$ cat src/rtl/fifo_pkg.sv
// Shared helpers for the dual-clock FIFO controllers: pointer width rule and
// Gray/binary conversion on a 32-bit carrier (callers cast to their own width).
package fifo_pkg;

   localparam int unsigned FUNC_W = 32;

   // Pointers carry one wrap bit above the address.
   function automatic int unsigned ptr_w(input int unsigned addr_w);
      return addr_w + 1;
   endfunction

   function automatic logic [FUNC_W-1:0] bin2gray(input logic [FUNC_W-1:0] v);
      return v ^ (v >> 1);
   endfunction

   // Zero-extended upper bits leave the prefix XOR unaffected.
   function automatic logic [FUNC_W-1:0] gray2bin(input logic [FUNC_W-1:0] v);
      logic [FUNC_W-1:0] b;
      b[FUNC_W-1] = v[FUNC_W-1];
      for (int i = int'(FUNC_W) - 2; i >= 0; i--) begin
         b[i] = b[i+1] ^ v[i];
      end
      return b;
   endfunction

endpackage

$ cat src/rtl/fifo_rd_ctrl_if.sv
// Read-domain bundle between the FIFO read controller and its environment.
interface fifo_rd_ctrl_if
   import fifo_pkg::*;
#(
   parameter int unsigned ADDR_WIDTH = 3
);
   localparam int unsigned PTR_W = ptr_w(ADDR_WIDTH);

   logic                  rinc;
   logic [PTR_W-1:0]      rq2_wptr;
   logic [ADDR_WIDTH-1:0] raddr;
   logic [PTR_W-1:0]      rptr_gray;
   logic                  rempty;
   logic                  ralmost_empty;
   logic [PTR_W-1:0]      rlevel;
   logic                  runderflow;

   // Consumer / synchroniser side.
   modport master (
      output rinc, rq2_wptr,
      input  raddr, rptr_gray, rempty, ralmost_empty, rlevel, runderflow
   );

   // Controller side.
   modport slave (
      input  rinc, rq2_wptr,
      output raddr, rptr_gray, rempty, ralmost_empty, rlevel, runderflow
   );

endinterface

$ cat src/rtl/fifo_gray2bin.sv
// Combinational Gray-to-binary converter (XOR prefix from the MSB down);
// shared by the read and write controllers.
module fifo_gray2bin #(
   parameter int unsigned W = 4
) (
   input  logic [W-1:0] gray_i,
   output logic [W-1:0] bin_o
);

   for (genvar i = 0; i < int'(W); i++) begin : g_bit
      assign bin_o[i] = ^gray_i[W-1:i];
   end

endmodule

$ cat src/rtl/fifo_rd_ctrl.sv
// Read-side controller of the dual-clock FIFO: binary read counter, registered
// Gray pointer for the write domain, and registered empty/level/underflow flags.
module fifo_rd_ctrl
   import fifo_pkg::*;
#(
   parameter int unsigned ADDR_WIDTH = 3,
   parameter int unsigned AE_LEVEL   = 1
) (
   input  logic          rclk,
   input  logic          rrst_n,
   fifo_rd_ctrl_if.slave rd
);

   localparam int unsigned PTR_W = ptr_w(ADDR_WIDTH);

   logic [PTR_W-1:0] rbin_q,  rbin_d;
   logic [PTR_W-1:0] rgray_q, rgray_d;
   logic [PTR_W-1:0] rlevel_q, rlevel_d;
   logic             rempty_q, rempty_d;
   logic             rae_q, rae_d;
   logic             runderflow_q, runderflow_d;
   logic             rd_en_c;
   logic [PTR_W-1:0] wbin_c;

   fifo_gray2bin #(.W(PTR_W)) u_wptr_g2b (
      .gray_i (rd.rq2_wptr),
      .bin_o  (wbin_c)
   );

   // Next-state: flags are computed from the post-read pointer so a read of
   // the last word raises empty at the same edge that advances the pointer.
   always_comb begin
      rd_en_c      = rd.rinc & ~rempty_q;
      rbin_d       = rbin_q + PTR_W'(rd_en_c);
      rgray_d      = PTR_W'(bin2gray(FUNC_W'(rbin_d)));
      rlevel_d     = wbin_c - rbin_d;
      rempty_d     = (rgray_d == rd.rq2_wptr);
      rae_d        = (rlevel_d <= PTR_W'(AE_LEVEL));
      runderflow_d = rd.rinc & rempty_q;
   end

   always_ff @(posedge rclk or negedge rrst_n) begin
      if (!rrst_n) begin
         rbin_q       <= '0;
         rgray_q      <= '0;
         rlevel_q     <= '0;
         rempty_q     <= 1'b1;
         rae_q        <= 1'b1;
         runderflow_q <= 1'b0;
      end else begin
         rbin_q       <= rbin_d;
         rgray_q      <= rgray_d;
         rlevel_q     <= rlevel_d;
         rempty_q     <= rempty_d;
         rae_q        <= rae_d;
         runderflow_q <= runderflow_d;
      end
   end

   // rptr_gray leaves the domain straight from its flop.
   assign rd.raddr         = rbin_q[ADDR_WIDTH-1:0];
   assign rd.rptr_gray     = rgray_q;
   assign rd.rlevel        = rlevel_q;
   assign rd.rempty        = rempty_q;
   assign rd.ralmost_empty = rae_q;
   assign rd.runderflow    = runderflow_q;

endmodule

$ cat src/flat_wrapper.sv
// flat-port wrapper written by rule: the top's interface ports become plain ports
module fifo_rd_ctrl_flat import fifo_pkg::*;
#(
   parameter int unsigned ADDR_WIDTH = 3,
   parameter int unsigned AE_LEVEL   = 1
)
  (rclk, rrst_n, rd_rinc, rd_rq2_wptr, rd_raddr, rd_rptr_gray, rd_rempty, rd_ralmost_empty, rd_rlevel, rd_runderflow);
  fifo_rd_ctrl_if #(.ADDR_WIDTH(ADDR_WIDTH)) rd_i ();
  input  logic rclk;
  input  logic rrst_n;
  input wire logic [$bits(rd_i.rinc)-1:0] rd_rinc;
  input wire logic [$bits(rd_i.rq2_wptr)-1:0] rd_rq2_wptr;
  output wire logic [$bits(rd_i.raddr)-1:0] rd_raddr;
  output wire logic [$bits(rd_i.rptr_gray)-1:0] rd_rptr_gray;
  output wire logic [$bits(rd_i.rempty)-1:0] rd_rempty;
  output wire logic [$bits(rd_i.ralmost_empty)-1:0] rd_ralmost_empty;
  output wire logic [$bits(rd_i.rlevel)-1:0] rd_rlevel;
  output wire logic [$bits(rd_i.runderflow)-1:0] rd_runderflow;
  assign rd_i.rinc = rd_rinc;
  assign rd_i.rq2_wptr = rd_rq2_wptr;
  assign rd_raddr = rd_i.raddr;
  assign rd_rptr_gray = rd_i.rptr_gray;
  assign rd_rempty = rd_i.rempty;
  assign rd_ralmost_empty = rd_i.ralmost_empty;
  assign rd_rlevel = rd_i.rlevel;
  assign rd_runderflow = rd_i.runderflow;
  fifo_rd_ctrl #(.ADDR_WIDTH(ADDR_WIDTH), .AE_LEVEL(AE_LEVEL)) u_core (.rclk(rclk), .rrst_n(rrst_n), .rd(rd_i));
endmodule
$ cat config.mk
export PLATFORM = sky130hd
export DESIGN_NAME = fifo_rd_ctrl_flat
export DESIGN_NICKNAME = d
export VERILOG_FILES = /design/src/rtl/fifo_pkg.sv /design/src/rtl/fifo_rd_ctrl_if.sv /design/src/rtl/fifo_gray2bin.sv /design/src/rtl/fifo_rd_ctrl.sv /design/src/flat_wrapper.sv
export SDC_FILE = /design/constraint.sdc
export NUM_CORES = 1
export LEC_CHECK = 0
export CAP_MARGIN = 15
export CORE_AREA = 2 2 48 50
export DETAILED_ROUTE_END_ITERATION = 10
export DIE_AREA = 0 0 50 52
export GPL_ROUTABILITY_DRIVEN = 0
export HOLD_SLACK_MARGIN = 0.02
export PLACE_DENSITY = 0.67
export SYNTH_ARGS = -nofsm -noshare
export SYNTH_HDL_FRONTEND = slang
export SYNTH_SLANG_ARGS = --single-unit
$ cat constraint.sdc
create_clock -name rclk -period 2.4 [get_ports rclk]
set_input_delay 0.6 -clock rclk [delete_from_list [all_inputs] [get_ports rclk]]
set_output_delay 0.6 -clock rclk [all_outputs]
set_load 0.01 [all_outputs]
==> flow_summary_export.csv, run 1 <==
group,metric,value,unit
clock_tree,clk_pin_slew,0.08,ns
global_routing,grt_pass1_vias,609,
sta,final_max_slew_viol_count,0,
clock_tree,cts_tree,"done",
synth,synth_top_area_cell,"dfrtp_1",
sta,fin_crit_sh,0.967,
floorplanning,num_rows,17,
critical_path,end_kind,"flop",
finish,diodes,0,
synth,synth_top_area_share,0.388,
synth,syn_inst,68,
critical_path,crit_required,2.60,ns
sta,report.final.setup_viol,0,
synth,synth_area_per_cell,11.4,um^2
routing,wl_per_cell,11.5,um
sta,clock_skew,0.00569,ns
synth,synth_most_common_cell,"dfrtp_1",
hold_path,min_path_type,"reg2reg",
critical_path,max_stage_delay,0.39,ns
synth,synth_edf_count,0,
floorplanning,io_pins,21,
critical_path,arrival,2.52,ns
clock_tree,clock_sinks,14,
clock_tree,cts_buffers,3,
synth,synthFlopType,"dfrtp_1",
placement,dp_slack,-0.437,ns
critical_path,cp_common_cell,"ha_2",
floorplanning,fp.dieH,52,um
floorplanning,die_w,50,um
finish,layout.nets,120,
critical_path,critPathKind,"in2reg",
floorplanning,fp.dieArea,0.00260,mm^2
critical_path,cp_max_fo,3,
routing,final_antenna_net_count,0,
sta,min_period,2.32,ns
sta,rsz0062_at_grt,"false",
routing,wl,1.56,mm
synth,synth_area_leaders,"dfrtp_1 39%, xnor2_1 9.0%, xor2_1 7.9%, dfstp_2 6.8%, ha_1 6.5%",
critical_path,cp_cell_sequence,"dlygate4sd2_1 > xor2_2 > xnor2_2 > xor2_1 > ha_2 > inv_1 > ha_2 > and2_2 > or3_4 > o2111a_1",
sta,hold_viol_final,0,
critical_path,slowest_stage,"or3_4",
sta,tightestPinTransition,0.613,ns
finish,area_growth,52.8,%
synth,ys_ff_latch,14,
global_routing,grtUsageTotal,0.143,
sta,finalWorstSetupSlack,0.0781,ns
global_routing,grt_max_degree,15,
routing,vias_per_cell,4.53,
synth,yosysUniqueCellTypes,26,
power,powerDensity,1430,mW/mm^2
routing,dr.pass1.iters,3,
critical_path,startpoint_type,"primary input",
sta,relSlewSlack,0.590,
power,leakagePower,0.531,nW
synth,synth_common_cells,"12 x dfrtp_1, 8 x xnor2_1, 7 x xor2_1, 5 x nand2_1, 5 x nor2_1",
clock_tree,root_buffer,"clkbuf_4",
synth,synthArstFlopShare,1.00,
placement,hpwl,1.22,mm
clock_tree,clockBufferDepth,2,
routing,drc,0,
routing,dr_total_vias,612,
power,power,0.00169,W
finish,drive_gt1_frac,0.327,
synth,ys_warn_count,0,
synth,yosysSeqAreaShare,0.456,
critical_path,cp_top_family,"XOR/XNOR gates",
critical_path,path_buf_inv,2,
synth,syn_area,774,um^2
sta,holdWs,0.553,ns
placement,portBuffers,20,
clock_tree,htree_levels,1,
clock_tree,ctsHoldBuffers,0,
global_routing,gr-total-overflow,0,
run,max_cap_viol_count,0,
clock_tree,clk_latency,0.27,ns
routing,drt_iter0_markers,3,
global_routing,antenna_found_initial,0,
floorplanning,start_util,0.368,
finish,post-route-util,0.562,
sta,max_freq,431,MHz
run_status,status,"complete, no violations",
power,vdd_ir_drop_max,574,uV
global_routing,grt_pass1_wl,2.69,mm
floorplanning,core,0.00211,mm^2
synth,synth_nets,79,
-- sequential cells by signal, summed over array words and instances, names as in the netlist --
name                     cells
u_core.rbin_q                4
u_core.rd.rlevel             4
u_core.rd.runderflow         1
u_core.rd.rptr_gray          3
u_core.rd.rempty             1
u_core.rd.ralmost_empty      1
-- worst paths after layout --
check                                 start                      end  slack [ns]  cells after the start
max                          rd_rq2_wptr[3]  u_core.rd.ralmost_empty        0.08                     10
min in group asynchronous            rrst_n   u_core.rd.rptr_gray[0]        0.71                      1
max in group asynchronous            rrst_n         u_core.rbin_q[0]        1.29                      1
max reg2reg                u_core.rd.rempty  u_core.rd.ralmost_empty        0.27                      8
min                        u_core.rd.rempty     u_core.rd.runderflow        0.55                      1
min reg2reg                u_core.rd.rempty     u_core.rd.runderflow        0.55                      1
-- through the flow --
step                      TNS, ns  instances  cell area [um^2]
after floorplan                 0         68               774
after global placement      -1.31        129              1110
after detailed placement    -1.53        129              1110
after CTS                       0        134              1170
after global routing            0        135              1180
final                           0        135              1180
-- per-layer routing --
metal / part of all wire / wire, um / track usage / up-vias
met5: 0 / 0 / 0 / -
met4: 0.012 / 19 / 0.0833 / 0
met3: 0.018 / 28 / 0.00862 / 2
met2: 0.51 / 801 / 0.248 / 12
li1: - / - / - / 307
met1: 0.46 / 709 / 0.174 / 291
-- cells in the final DEF, fill, tap and decap left out --
cell             Yosys  layout
buf_4                0      18
clkdlybuf4s50_1      0      16
dfrtp_1             12      12
xor2_1               7       7
xnor2_1              8       7
nand2_1              5       5
nor2_1               5       5
inv_1                4       4
ha_2                 0       3
clkbuf_4             0       3
nor2b_1              2       2
a211oi_1             2       2
and2_1               2       2
dlygate4sd2_1        0       2
dfstp_2              2       2
xor2_2               1       1
xnor2_2              0       1
and2_2               1       1
o21ai_0              1       1
or3_4                0       1
nand3_1              1       1
mux2_2               1       1
maj3_2               1       1
a211oi_2             1       1
maj3_1               1       1
o211a_1              1       1
o2111a_1             1       1
mux2i_1              1       1
a2111oi_2            1       1
ha_4                 0       1
dlymetal6s2s_1       0       1
clkdlybuf4s15_1      0       1
-- cells by family after synthesis --
kind of cell | count (synthesis) | synth area share
simple gates | 17 | 0.105
xor+xnor | 16 | 0.191
flops | 14 | 0.456
compound gates | 7 | 0.0888
buf+inv | 6 | 0.0404
fa+ha+maj | 6 | 0.0921
mux | 2 | 0.0275
-- power breakdown --
group | switching [W] | total, W | leakage [nW] | internal (W)
combinational | 0.000490 | 0.00113 | 0.355 | 0.000642
sequential | 0.0000749 | 0.000431 | 0.163 | 0.000356
clock | 0.0000685 | 0.000126 | 0.0138 | 0.0000580
-- what timing repair did --
item | in CTS | in global routing
pin swaps | 5 | 4
endpoints found under the setup margin | 4 | 1
gates resized for setup | 8 | 3
hold endpoints to repair | 0 | 0
setup buffers | 2 | 1
gates cloned | 0 | 0
-- area by class of cell --
cell class	count	area, um^2
Inverter	4	15.0
Sequential cell	14	353
Clock buffer	3	22.5
Timing Repair Buffer	38	335
Tap cell	28	35.0
Multi-Input combinational cell	48	423
Fill cell	180	922
Power figures use the tool's default switching activity.
==> run 2, diff against run 1 <==
SKIP_LAST_GASP = 1   (was not set)
==> results of run 2 <==
Same layout as run 1: the final DEF is identical, and so are final timing and power.
==> run 3, diff against run 2 <==
CORE_AREA = 2 2 45 47   (was 2 2 48 50)
DIE_AREA = 0 0 47 49   (was 0 0 50 52)
PLACE_DENSITY = 0.71   (was 0.67)
REMOVE_ABC_BUFFERS = 1   (was not set)
SYNTH_HIERARCHICAL = 1   (was not set)
==> flow_summary_export.csv, run 3 <==
group,metric,value,unit
run_status,status,"complete, no violations",
routing,dr.pass1.iters,2,
power,vdd_ir_drop_max,614,uV
power,leakagePower,0.521,nW
sta,fin_tns_setup,0,ns
routing,drt_iter0_markers,1,
critical_path,startpoint_type,"primary input",
synth,synth_edf_count,0,
critical_path,crit-reg2reg-launch,"u_core/rd.rempty",
synth,synth_area_leaders,"dfrtp_1 43%, xor2_1 9.9%, dfstp_2 7.5%, xnor2_1 7.5%, ha_1 7.1%",
routing,final_antenna_net_count,0,
critical_path,crit_required,2.59,ns
synth,ys_ff_latch,14,
power,power,0.00167,W
sta,hold_viol_final,0,
finish,layout_commonest_cell,"clkdlybuf4s50_1",
critical_path,cp_max_fo,4,
placement,dp_slack,-0.335,ns
sta,report.final.setup_viol,0,
hold_path,min_path_cells,1,
clock_tree,root_buffer,"clkbuf_4",
finish,diodes,0,
critical_path,rr_endpoint,"u_core/rd.rlevel[2]",
global_routing,grt_pass1_vias,538,
critical_path,ff2ff_path_depth,9,
finish,area_growth,59.9,%
floorplanning,core,0.00184,mm^2
placement,post-place-cells,115,
clock_tree,clockBufferDepth,2,
hold_path,min_to,"u_core/rbin_q[0]",
finish,fin_area,0.00113,mm^2
run,max_cap_viol_count,0,
synth,synth_top_area_share,0.426,
clock_tree,cts_buffers,3,
global_routing,antenna_found_initial,0,
routing,dr_total_vias,518,
routing,wl,1.33,mm
clock_tree,clk_pin_slew,0.08,ns
synth,syn_inst,56,
sta,min_period,2.32,ns
sta,max_freq,431,MHz
sta,tightestPinTransition,0.603,ns
sta,finalWorstSetupSlack,0.0816,ns
critical_path,end_kind,"flop",
finish,fill_cells,161,
routing,vias_per_cell,4.35,
clock_tree,htree_levels,1,
floorplanning,die_w,47,um
finish,final_cell_mix,"18 x clkdlybuf4s50_1, 13 x buf_4, 12 x dfrtp_1",
placement,hpwl,1.06,mm
clock_tree,ctsHoldBuffers,0,
sta,clock_skew,0.00264,ns
global_routing,gr-total-overflow,0,
finish,layout.nets,104,
critical_path,arrival,2.51,ns
synth,synth_common_cells,"12 x dfrtp_1, 8 x xor2_1, 6 x xnor2_1, 4 x ha_1, 4 x inv_1",
clock_tree,clock_sinks,14,
critical_path,critPathKind,"in2reg",
sta,fin_crit_sh,0.966,
routing,wl_per_cell,11.2,um
floorplanning,fp.dieArea,0.00230,mm^2
clock_tree,cts_tree,"done",
synth,synth_area_per_cell,12.6,um^2
global_routing,grt_max_degree,15,
placement,placed_area,0.00103,mm^2
floorplanning,num_rows,16,
hold_path,hp-start,"u_core/rbin_q[0]",
global_routing,grtUsageTotal,0.133,
floorplanning,fp.dieH,49,um
critical_path,ff2ff_setup_slack,0.37,ns
sta,final_max_slew_viol_count,0,
sta,relSlewSlack,0.597,
synth,synth_most_common_cell,"dfrtp_1",
floorplanning,start_util,0.382,
floorplanning,io_pins,21,
global_routing,grt_pass1_wl,2.17,mm
synth,yosysSeqAreaShare,0.501,
synth,synth_top_area_cell,"dfrtp_1",
synth,synthArstFlopShare,1.00,
routing,drc,0,
synth,synthFlopType,"dfrtp_1",
clock_tree,clk_latency,0.27,ns
synth,syn_area,704,um^2
power,powerDensity,1490,mW/mm^2
hold_path,min_path_type,"reg2reg",
finish,fin_cells,119,
synth,ys_warn_count,6,
finish,drive_gt1_frac,0.304,
synth,yosysUniqueCellTypes,22,
placement,portBuffers,20,
run 3: changes by cell type after synthesis, sizes merged, moves of 2 or more:
cell    delta
nor4       +2
nand2      -4
and3       +2
maj3       -2
and2       -2
nor2       -3
a211oi     -3
run 3: worst max-delay path, cell delays in order:
cell and delay (ns):
clkdlybuf4s50_1 0.48, nor2b_4 0.13, ha_2 0.21, ha_4 0.22
buf_4 0.15, nand2b_1 0.08, o221ai_2 0.10, and3_1 0.17
buf_4 0.14, nor4_4 0.23
run 3: worst max path at each step:
| stage | start | end | slack [ns] |
|---|---|---|---|
| 6_report | rd_rinc | u_core/rd.ralmost_empty | 0.08 |
| 5_1_grt | rd_rinc | u_core/rd.ralmost_empty | -0.02 |
| 4_1_cts | rd_rinc | u_core/rd.ralmost_empty | 0.003 |
| 3_5_place_dp | rd_rinc | u_core/rd.ralmost_empty | -0.33 |
| 3_3_place_gp | rd_rinc | u_core/rd.ralmost_empty | -0.30 |
| 2_1_floorplan | rd_rinc | u_core/rd.ralmost_empty | 0.18 |
run 3: logic make-up (layout without fill, tap and decap cells):
group	after synthesis	after routing	synth area share
AO/OA/AOI/OAI	3	3	0.0302
XOR/XNOR	17	17	0.252
adder cells (fa/ha/maj)	4	4	0.0711
buffers and inverters	5	41	0.0320
flip-flops	14	14	0.501
AND/OR/NAND/NOR	13	13	0.114
run 3: layout make-up:
cell class | count | area (um^2) | area share
Multi-Input combinational cell | 37 | 385 | 0.342
Sequential cell | 14 | 353 | 0.313
Timing Repair Buffer | 33 | 303 | 0.269
Clock buffer | 4 | 36.3 | 0.0322
Tap cell | 27 | 33.8 | 0.0300
Inverter | 4 | 15.0 | 0.0133
run 3: report_power, final:
part	total (W)	switching, W	internal [W]	leakage [nW]
Combinational	0.00109	0.000464	0.000623	0.337
Sequential	0.000423	0.0000653	0.000358	0.164
Clock	0.000164	0.0000719	0.0000922	0.0210
run 3: what timing repair did:
| item | CTS | global route |
|---|---|---|
| setup endpoints to repair | 1 | 4 |
| setup buffers | 0 | 0 |
| pin swaps | 0 | 5 |
| gates resized for setup | 1 | 10 |
run 3: layer usage:
layer	global-route usage	wire [um]
met3	0.0222	73
met4	0.0694	31
met5	0	0
met2	0.231	696
met1	0.146	532
run 3: stage by stage:
step                hold WS, ns  utilization
floorplan                 0.304            -
global placement          0.540        0.558
detailed placement        0.548        0.558
CTS                       0.562        0.579
global route              0.600        0.611
finish                    0.573        0.611
